$ cat src/rtl/vu_meter_bar.sv
// -----------------------------------------------------------------------------
// vu_meter_bar
//   N-LED bar-graph level meter for the sampler path. Sample buffers are
//   drained through the buffer_ready/read_enable/read_ack handshake. Each
//   accepted sample is rectified and fed into a leaky integrator. A slow
//   display tick turns the integrator value into a log-spaced bar, with
//   6 dB (one doubling of threshold) per LED.
//
//   Optional feature, selected by the macro VU_METER_PEAK_HOLD_EN:
//     A falling peak-hold dot. The dot holds for HOLD_TICKS display ticks.
//     After that it drops one LED per tick. With the macro undefined, the
//     LEDs show the plain bar and peak_idx_o is tied to zero.
//
// Ports
//   clk_i           in   system clock
//   rst_ni          in   asynchronous active-low reset
//   buffer_ready_i  in   a full sample buffer is available
//   read_enable_i   in   buffer is streaming, so ram_sample_i is valid
//   ram_sample_i    in   current sample, two's complement
//   read_ack_o      out  registered read acknowledge/request
//   leds_o          out  bar (plus peak dot), LED0 = lowest
//   level_o         out  current integrator value
//   peak_idx_o      out  peak dot position, 1-based (0 = no dot)
// -----------------------------------------------------------------------------
module vu_meter_bar #(
  parameter int SAMPLE_WIDTH = 16,
  parameter int NUM_LEDS     = 8,
  parameter int LEVEL_WIDTH  = 32,
  parameter int DECAY_SHIFT  = 11,
  parameter int SCALE_SHIFT  = 2,
  parameter int TH_BASE      = 100,
  parameter int LED_DIV      = 540000,
  parameter int HOLD_TICKS   = 8
) (
  input  logic                             clk_i,
  input  logic                             rst_ni,
  input  logic                             buffer_ready_i,
  input  logic                             read_enable_i,
  input  logic signed [SAMPLE_WIDTH-1:0]   ram_sample_i,
  output logic                             read_ack_o,
  output logic [NUM_LEDS-1:0]              leds_o,
  output logic [LEVEL_WIDTH-1:0]           level_o,
  output logic [$clog2(NUM_LEDS+1)-1:0]    peak_idx_o
);

  localparam int IDX_W = $clog2(NUM_LEDS + 1);
  localparam int DIV_W = $clog2(LED_DIV);
  // Threshold scratch width: wide enough to see TH_BASE shifted by up to 15.
  localparam int TH_W  = LEVEL_WIDTH + 48;

  localparam logic [DIV_W-1:0] DIV_LAST = DIV_W'(LED_DIV - 1);

  localparam logic signed [SAMPLE_WIDTH-1:0] MOST_NEG = {1'b1, {(SAMPLE_WIDTH-1){1'b0}}};
  localparam logic        [SAMPLE_WIDTH-1:0] MAX_POS  = {1'b0, {(SAMPLE_WIDTH-1){1'b1}}};

  // Reject parameter sets that the bar/divider logic cannot represent.
  if (NUM_LEDS < 1 || NUM_LEDS > 16 || LED_DIV < 2 || HOLD_TICKS < 0) begin : g_cfg_err
    $error("vu_meter_bar: unsupported parameter set");
  end

  // |s|. The most-negative code saturates instead of wrapping back to itself.
  function automatic logic [SAMPLE_WIDTH-1:0] rectify(input logic signed [SAMPLE_WIDTH-1:0] s);
    logic [SAMPLE_WIDTH-1:0] m;
    if (!s[SAMPLE_WIDTH-1]) begin
      m = s;
    end else if (s == MOST_NEG) begin
      m = MAX_POS;
    end else begin
      m = -s;
    end
    return m;
  endfunction

  // ---------------------------------------------------------------------------
  // Read handshake FSM
  // ---------------------------------------------------------------------------
  typedef enum logic [1:0] {
    ST_IDLE = 2'b00,
    ST_READ = 2'b01,
    ST_WAIT = 2'b10
  } state_t;

  state_t state_r;
  state_t state_s;
  logic   ack_s;
  logic   read_ack_r;
  logic   accept_s;

  // State register and registered acknowledge.
  always_ff @(posedge clk_i or negedge rst_ni) begin
    if (!rst_ni) begin
      state_r    <= ST_IDLE;
      read_ack_r <= 1'b0;
    end else begin
      state_r    <= state_s;
      read_ack_r <= ack_s;
    end
  end

  // Next state and next acknowledge. The acknowledge is low unless a branch raises it.
  always_comb begin
    state_s = ST_IDLE;
    ack_s   = 1'b0;
    case (state_r)
      ST_IDLE: begin
        if (buffer_ready_i) begin
          state_s = ST_READ;
          ack_s   = 1'b1;
        end else begin
          state_s = ST_IDLE;
        end
      end
      ST_READ: begin
        if (read_enable_i) begin
          state_s = ST_READ;
          ack_s   = 1'b1;
        end else begin
          state_s = ST_WAIT;
        end
      end
      ST_WAIT: begin
        if (buffer_ready_i) begin
          state_s = ST_READ;
          ack_s   = 1'b1;
        end else begin
          state_s = ST_WAIT;
        end
      end
      default: begin
        state_s = ST_IDLE;
      end
    endcase
  end

  // A sample is taken only while streaming and after the acknowledge is visible.
  assign accept_s = (state_r == ST_READ) && read_enable_i && read_ack_r;

  // ---------------------------------------------------------------------------
  // Leaky integrator
  // ---------------------------------------------------------------------------
  logic [SAMPLE_WIDTH-1:0] mag_s;
  logic [LEVEL_WIDTH-1:0]  scaled_s;
  logic [LEVEL_WIDTH-1:0]  leaked_s;
  logic [LEVEL_WIDTH:0]    sum_s;
  logic [LEVEL_WIDTH-1:0]  level_n_s;
  logic [LEVEL_WIDTH-1:0]  level_r;

  assign mag_s    = rectify(ram_sample_i);
  assign scaled_s = LEVEL_WIDTH'(mag_s) >> SCALE_SHIFT;
  // level - (level>>DECAY_SHIFT) can never underflow.
  assign leaked_s = level_r - (level_r >> DECAY_SHIFT);
  assign sum_s    = {1'b0, leaked_s} + {1'b0, scaled_s};

  // Saturate on carry-out so a loud stream pins the level instead of wrapping.
  always_comb begin
    level_n_s = level_r;
    if (sum_s[LEVEL_WIDTH]) begin
      level_n_s = '1;
    end else begin
      level_n_s = sum_s[LEVEL_WIDTH-1:0];
    end
  end

  // The integrator advances only on an accepted sample.
  always_ff @(posedge clk_i or negedge rst_ni) begin
    if (!rst_ni) begin
      level_r <= '0;
    end else if (accept_s) begin
      level_r <= level_n_s;
    end else begin
      level_r <= level_r;
    end
  end

  // ---------------------------------------------------------------------------
  // Display tick divider
  // ---------------------------------------------------------------------------
  logic [DIV_W-1:0] div_r;
  logic             tick_r;

  // Divider counts 0..LED_DIV-1. The tick pulse is registered, so it lands one cycle after the wrap value.
  always_ff @(posedge clk_i or negedge rst_ni) begin
    if (!rst_ni) begin
      div_r  <= '0;
      tick_r <= 1'b0;
    end else begin
      tick_r <= (div_r == DIV_LAST);
      if (div_r == DIV_LAST) begin
        div_r <= '0;
      end else begin
        div_r <= div_r + DIV_W'(1);
      end
    end
  end

  // ---------------------------------------------------------------------------
  // Bar thresholds
  //   The thresholds are elaboration-time constants. A threshold whose
  //   shifted value no longer fits LEVEL_WIDTH can never be exceeded, so
  //   its LED is tied off.
  //   The bar reads level_r, the pre-update value, when an accept
  //   coincides with a tick.
  // ---------------------------------------------------------------------------
  logic [NUM_LEDS-1:0] bar_s;

  for (genvar k = 0; k < NUM_LEDS; k++) begin : g_bar
    localparam logic [TH_W-1:0] TH_K   = TH_W'(TH_BASE) << k;
    localparam bit              TH_OVF = |TH_K[TH_W-1:LEVEL_WIDTH];
    if (TH_OVF) begin : g_never
      assign bar_s[k] = 1'b0;
    end else begin : g_cmp
      assign bar_s[k] = (level_r > TH_K[LEVEL_WIDTH-1:0]);
    end
  end

  logic [NUM_LEDS-1:0] leds_r;

`ifdef VU_METER_PEAK_HOLD_EN
  localparam int HOLD_W = (HOLD_TICKS > 0) ? $clog2(HOLD_TICKS + 1) : 1;

  logic [IDX_W-1:0]  top_s;
  logic [IDX_W-1:0]  peak_r;
  logic [IDX_W-1:0]  peak_n_s;
  logic [HOLD_W-1:0] hold_r;
  logic [HOLD_W-1:0] hold_n_s;

  // LED mask carrying only the peak dot. Position p lights LED p-1, and p = 0 means no dot.
  function automatic logic [NUM_LEDS-1:0] dot_mask(input logic [IDX_W-1:0] p);
    logic [NUM_LEDS-1:0] m;
    m = '0;
    for (int k = 0; k < NUM_LEDS; k++) begin
      m[k] = (p == IDX_W'(k + 1));
    end
    return m;
  endfunction

  // Position of the highest lit LED, 1-based.
  always_comb begin
    top_s = '0;
    for (int k = 0; k < NUM_LEDS; k++) begin
      if (bar_s[k]) begin
        top_s = IDX_W'(k + 1);
      end else begin
        top_s = top_s;
      end
    end
  end

  // Peak-hold step applied on each tick. A new high re-arms the hold.
  // After the hold expires, the dot falls one LED per tick.
  always_comb begin
    peak_n_s = peak_r;
    hold_n_s = hold_r;
    if (top_s >= peak_r) begin
      peak_n_s = top_s;
      hold_n_s = HOLD_W'(HOLD_TICKS);
    end else if (hold_r != '0) begin
      hold_n_s = hold_r - HOLD_W'(1);
    end else if (peak_r != '0) begin
      peak_n_s = peak_r - IDX_W'(1);
    end else begin
      peak_n_s = peak_r;
    end
  end

  // Display registers refresh only on the tick. The dot tracks the peak being written.
  always_ff @(posedge clk_i or negedge rst_ni) begin
    if (!rst_ni) begin
      leds_r <= '0;
      peak_r <= '0;
      hold_r <= '0;
    end else if (tick_r) begin
      leds_r <= bar_s | dot_mask(peak_n_s);
      peak_r <= peak_n_s;
      hold_r <= hold_n_s;
    end else begin
      leds_r <= leds_r;
      peak_r <= peak_r;
      hold_r <= hold_r;
    end
  end

  assign peak_idx_o = peak_r;
`else
  // Display register refreshes only on the tick.
  always_ff @(posedge clk_i or negedge rst_ni) begin
    if (!rst_ni) begin
      leds_r <= '0;
    end else if (tick_r) begin
      leds_r <= bar_s;
    end else begin
      leds_r <= leds_r;
    end
  end

  assign peak_idx_o = {IDX_W{1'b0}};
`endif

  assign read_ack_o = read_ack_r;
  assign leds_o     = leds_r;
  assign level_o    = level_r;

endmodule

$ cat config.mk
export PLATFORM = sky130hd
export DESIGN_NAME = vu_meter_bar
export DESIGN_NICKNAME = d
export VERILOG_FILES = /design/src/rtl/vu_meter_bar.sv
export SDC_FILE = /design/constraint.sdc
export NUM_CORES = 1
export LEC_CHECK = 0
export ABC_CLOCK_PERIOD_IN_PS = 5600
export BUFFER_PORTS_ARGS = -buffer_cell sky130_fd_sc_hd__buf_2
export CAP_MARGIN = 20
export CORE_ASPECT_RATIO = 1.4
export CORE_MARGIN = 3
export CORE_UTILIZATION = 55
export CTS_BUF_LIST = sky130_fd_sc_hd__clkbuf_8
export CTS_CLUSTER_DIAMETER = 150
export DETAILED_ROUTE_END_ITERATION = 7
export PLACE_DENSITY = 0.76
export SKIP_CTS_REPAIR_TIMING = 1
export SLEW_MARGIN = 25
export SYNTH_ARGS = -nofsm -noshare
export SYNTH_HDL_FRONTEND = slang
export SYNTH_SLANG_ARGS = --single-unit
$ cat constraint.sdc
create_clock -name clk_i -period 5.6 [get_ports clk_i]
set_input_delay 1.12 -clock clk_i [delete_from_list [all_inputs] [get_ports clk_i]]
set_output_delay 1.12 -clock clk_i [all_outputs]
set_load 0.02 [all_outputs]
== After elaboration in Yosys (flattened, before gate mapping) ==
Index checks and enable logic that the tools add are counted.
Operators by class
  reductions and logical operators: 4
  equality and inequality tests: 4
  magnitude comparators: 8
  $add $sub $neg: 4
  mux-type cells: 11
Operator list (count)
  adder 32 x 14 -> 33 bit: 1
  greater-than comparator 32 x 10 -> 1 bit, second input constant: 1
  greater-than comparator 32 x 11 -> 1 bit, second input constant: 1
  greater-than comparator 32 x 12 -> 1 bit, second input constant: 1
  greater-than comparator 32 x 13 -> 1 bit, second input constant: 1
  greater-than comparator 32 x 14 -> 1 bit, second input constant: 1
  greater-than comparator 32 x 7 -> 1 bit, second input constant: 1
  greater-than comparator 32 x 8 -> 1 bit, second input constant: 1
  greater-than comparator 32 x 9 -> 1 bit, second input constant: 1
  two-way mux 16 bit: 2
  two-way mux 32 bit: 1
  subtractor 32 x 21 -> 32 bit: 1
  adder 20 x 1 -> 20 bit, second input constant: 1
  equality test 20 bit, second input constant: 1
  two-way mux 20 bit: 1
  equality test 16 bit, second input constant: 1
  negation 16 bit: 1
  case mux 2 bit (3 select lines): 1
  two-way mux 2 bit: 2
  two-way mux 1 bit: 3
  equality test 2 x 1 -> 1 bit, second input constant: 1
  equality test 2 bit, second input constant: 1
  logical AND 1 bit: 2
  zero test 2 bit: 1
  other kinds (2): 2
Storage, ports and cells
  word-level logic and storage cells: 37
  input port bits: 20
  flip-flop bits (word level): 64

== Depth between registers and ports, before layout ==
  word-level depth: 5
  gate-level depth with buffers: 23
  depth with buffers taken out: 22

== Worst setup path before layout ==
OpenSTA, ideal clock, no wires.
  kind: input to register
  start point: input port ram_sample_i[3]
  end point: register level_r[29], in the netlist level_o[29]
  cell stages on the path: 22
  arrival time: 6.338 ns
  setup time: 0.082 ns
  required time: 5.518 ns
  path slack: -0.820 ns
  path through: or4_1 or3_1 or4_4 or4_1 or2_1 or4b_1 buf_2 nand2_1 ha_1 fa_1 nand2_1 and2_1 o21ai_0 a31oi_1 a21oi_1 nand4_1 nor2_1 nand2_1 nor4b_4 inv_2 buf_6 a31oi_1
On the way
  longest elaborated chain between the ends: 5
  elaborated cells on any way between the ends: 6
  classes of those cells: add/sub: 2; eq/ne: 1; mux: 3
RTL lines
  start, declared: line 39  | input logic signed [SAMPLE_WIDTH-1:0] ram_sample_i,
  negation 16 bit / equality test 16 bit (equally long branches): line 69, 66
  two-way mux 16 bit: line 66  | end else if (s == MOST_NEG) begin
  two-way mux 16 bit (*): line 64  | if (!s[SAMPLE_WIDTH-1]) begin
  adder 32 x 14 -> 33 bit (*): line 152  | assign sum_s = {1'b0, leaked_s} + {1'b0, scaled_s};
  two-way mux 32 bit (*): line 157  | if (sum_s[LEVEL_WIDTH]) begin
  end signal, assigned: line 169  | level_r <= level_n_s;
  end signal, assigned: line 171  | level_r <= level_r;
  end, declared: line 146  | logic [LEVEL_WIDTH-1:0] level_r;
Every way passes the cells marked *; elsewhere a longest branch is shown, timed or not.
A chain may end at the register's enable or synchronous reset.

== Worst setup path in the final report ==
  start point: input port ram_sample_i[3]
  end point: register level_r[12], in the netlist level_o[12]
The elaborated chain is that of the path after synthesis.

==> flow_summary.yaml <==
setup_path:
  required_ns: 5.87
  crit_fanout: 12
  ff2ff_setup_slack_ns: 0.48
  setup.worst_path.end_class: "register"
  slowest_stage: "or4b_4"
  cp-start-kind: "primary input"
  critPathArrivalTime_ns: 6.28
  path_cells: "buf_6 > or4_4 > or3_4 > or4_4 > or4_4 > or2_1 > or4b_4 > nand2_4 > ha_4 > fa_2 > nand2_2 > and2_4 > o21ai_4 > a31oi_2 > a21oi_2 > nand4_1 > nor2_1 > nand2_1 > nor4b_4 > buf_4 > buf_12 > o21ai_1 > o21ai_1"
  crit_type: "in2reg"
  slowest_delay_ns: 0.60
  crit_path_frequent_cell: "or4_4"
cts:
  htree_num_levels: 3
  clk_pin_slew_worst_paths_ns: 0.08
  clock_latency_ns: 0.35
  cts_buffers: 9
  clockRootBuffer: "clkbuf_8"
  clock-sinks: 64
  cts_max_path_buffers: 2
  cts_tree: "done"
floorplan:
  ios: 65
  core_area_um2: 10100
  std_cell_rows: 43
  die_w_um: 92.5
  dieArea_um2: 11700
  die_y_um: 127
  initial_core_util: 0.572
synthesis:
  postSynthRegisterBits: 64
  yosysTopAreaCellShare: 0.278
  syn_inst: 715
  ys_top_cells_by_area: "dfrtp_1, ha_1, xor2_1"
  synth_commonest_cells: "nand2_1, nor2_1, dfrtp_1"
  synthFlopType: "dfrtp_1"
  ys_types: 77
  netlist_area_um2: 5760
  yosys_warnings: 0
  ys_async_sr_fraction: 1.00
  synth_edf_count: 0
  yosysSeqAreaShare: 0.278
  yosys.cell_count.top_type: "nand2_1"
  yosysTopAreaCell: "dfrtp_1"
  syn_area_per_cell_um2: 8.05
placement:
  portBuffers: 60
  dp_hpwl_mm: 14.0
  gp_congestion: 1.03
  pre_cts_slack_ns: -0.860
routing:
  drt-pass1-iter-count: 7
  vias_per_cell: 6.16
  num_vias: 5947
  drt-total-wl_mm: 17.7
  ant_nets: 0
  drt-initial-drc-count: 445
  post-route-drc-count: 0
  wl_per_cell_um: 18.4
grt:
  grt_max_degree: 52
  grt_pass1_vias: 5714
  gr-usage-all-layers: 0.298
  grt_pass1_wl_mm: 27.9
  overflow: 0
  antenna_found_initial: 0
cells_and_area:
  ff_latch_area_um2: 1600
  final_nets: 883
  fill_cells: 828
  antenna_cells: 0
  area_delta_synth_final_pct: 22.5
  multi_input_area_um2: 4160
  drive_gt1_frac: 0.252
sta:
  setup_viol: 32
  worst_pin_slew_ns: 0.926
  grt_setup_unrepaired: "true"
  slew_viol_final: 0
  setup_ws_ns: -0.406
  max_slew_margin: 0.383
  period_share: 1.07
  min_period_ns: 6.01
  max_freq_mhz: 167
  finClkSkew_ns: 0.0130
  hold_violations: 0
flow_run:
  drv_cap: 0
min_path:
  hold_path.class: "reg2reg"
run_status:
  failed_checks: "setup timing"
  status: "finished with violations"
[per-stage QoR]
step / instances / setup TNS (ns) / util / area (um^2) / hold WS [ns]
2_1_floorplan: 719 / -17.47 / - / 5850 / 0.447
3_3_place_gp: 944 / -19.31 / 0.656 / 6600 / 0.462
3_5_place_dp: 944 / -22.79 / 0.656 / 6600 / 0.478
5_1_grt: 965 / -15.53 / 0.701 / 7050 / 0.518
6_report: 965 / -11.10 / 0.701 / 7050 / 0.502
4_1_cts: 960 / -11.05 / 0.678 / 6820 / 0.498
[placed cells by master (no fill, tap or decap), drive strengths merged, types with 33 or more instances in the layout]
cell	instances
dfrtp	64
nand2	84
inv	33
o21ai	60
a21oi	59
ha	36
buf	119
xor2	43
xnor2	35
nor2	73
[final timing paths]
check                           cells past startpoint       startpoint           to
worst min register to register                      1        div_r[17]    div_r[17]
worst min-delay path                                1        div_r[17]    div_r[17]
worst max register to register                     24      level_o[12]  level_o[12]
min in group asynchronous                           1           rst_ni    leds_o[0]
max in group asynchronous                           2           rst_ni   state_r[0]
worst max-delay path                               23  ram_sample_i[3]  level_o[12]
[sequential cells by signal, indices dropped and copies added (netlist names)]
signal / count
state_r: 2
level_o: 32
tick_r: 1
read_ack_o: 1
div_r: 20
leds_o: 8
[worst max-delay path, delay by kind of cell]
family | cells | cell delay [ns]
AO/OA/AOI/OAI | 5 | 0.74
adder cells (fa/ha/maj) | 2 | 0.33
buffers and inverters | 3 | 0.42
AND/OR/NAND/NOR | 13 | 3.65
[cell type report]
| class | count | area share |
|---|---|---|
| Multi-Input combinational cell | 599 | 0.590 |
| Sequential cell | 64 | 0.227 |
| Inverter | 32 | 0.0170 |
| Clock inverter | 7 | 0.0135 |
| Clock buffer | 9 | 0.0176 |
| Timing Repair Buffer | 119 | 0.111 |
| Tap cell | 135 | 0.0239 |
[logic make-up after synthesis]
| kind of cell | Yosys count | share of synthesized area |
|---|---|---|
| AO/OA/AOI/OAI | 203 | 0.233 |
| XOR/XNOR | 78 | 0.120 |
| adder cells (fa/ha/maj) | 38 | 0.0852 |
| buffers and inverters | 56 | 0.0439 |
| flip-flops | 64 | 0.278 |
| multiplexers | 3 | 0.00565 |
| other | 1 | 0.000651 |
| AND/OR/NAND/NOR | 272 | 0.234 |
[metal layers]
layer  track usage  vias up  share of wire
li1              -     2797              -
met1         0.344     2823           0.38
met2         0.529      262           0.52
met3        0.0353       65          0.059
met4         0.167        0          0.046
met5             0        -              0
Power is left out: the tool's default activity adds up to more than one toggle a clock period on the data nets, which glitch-free logic cannot reach.
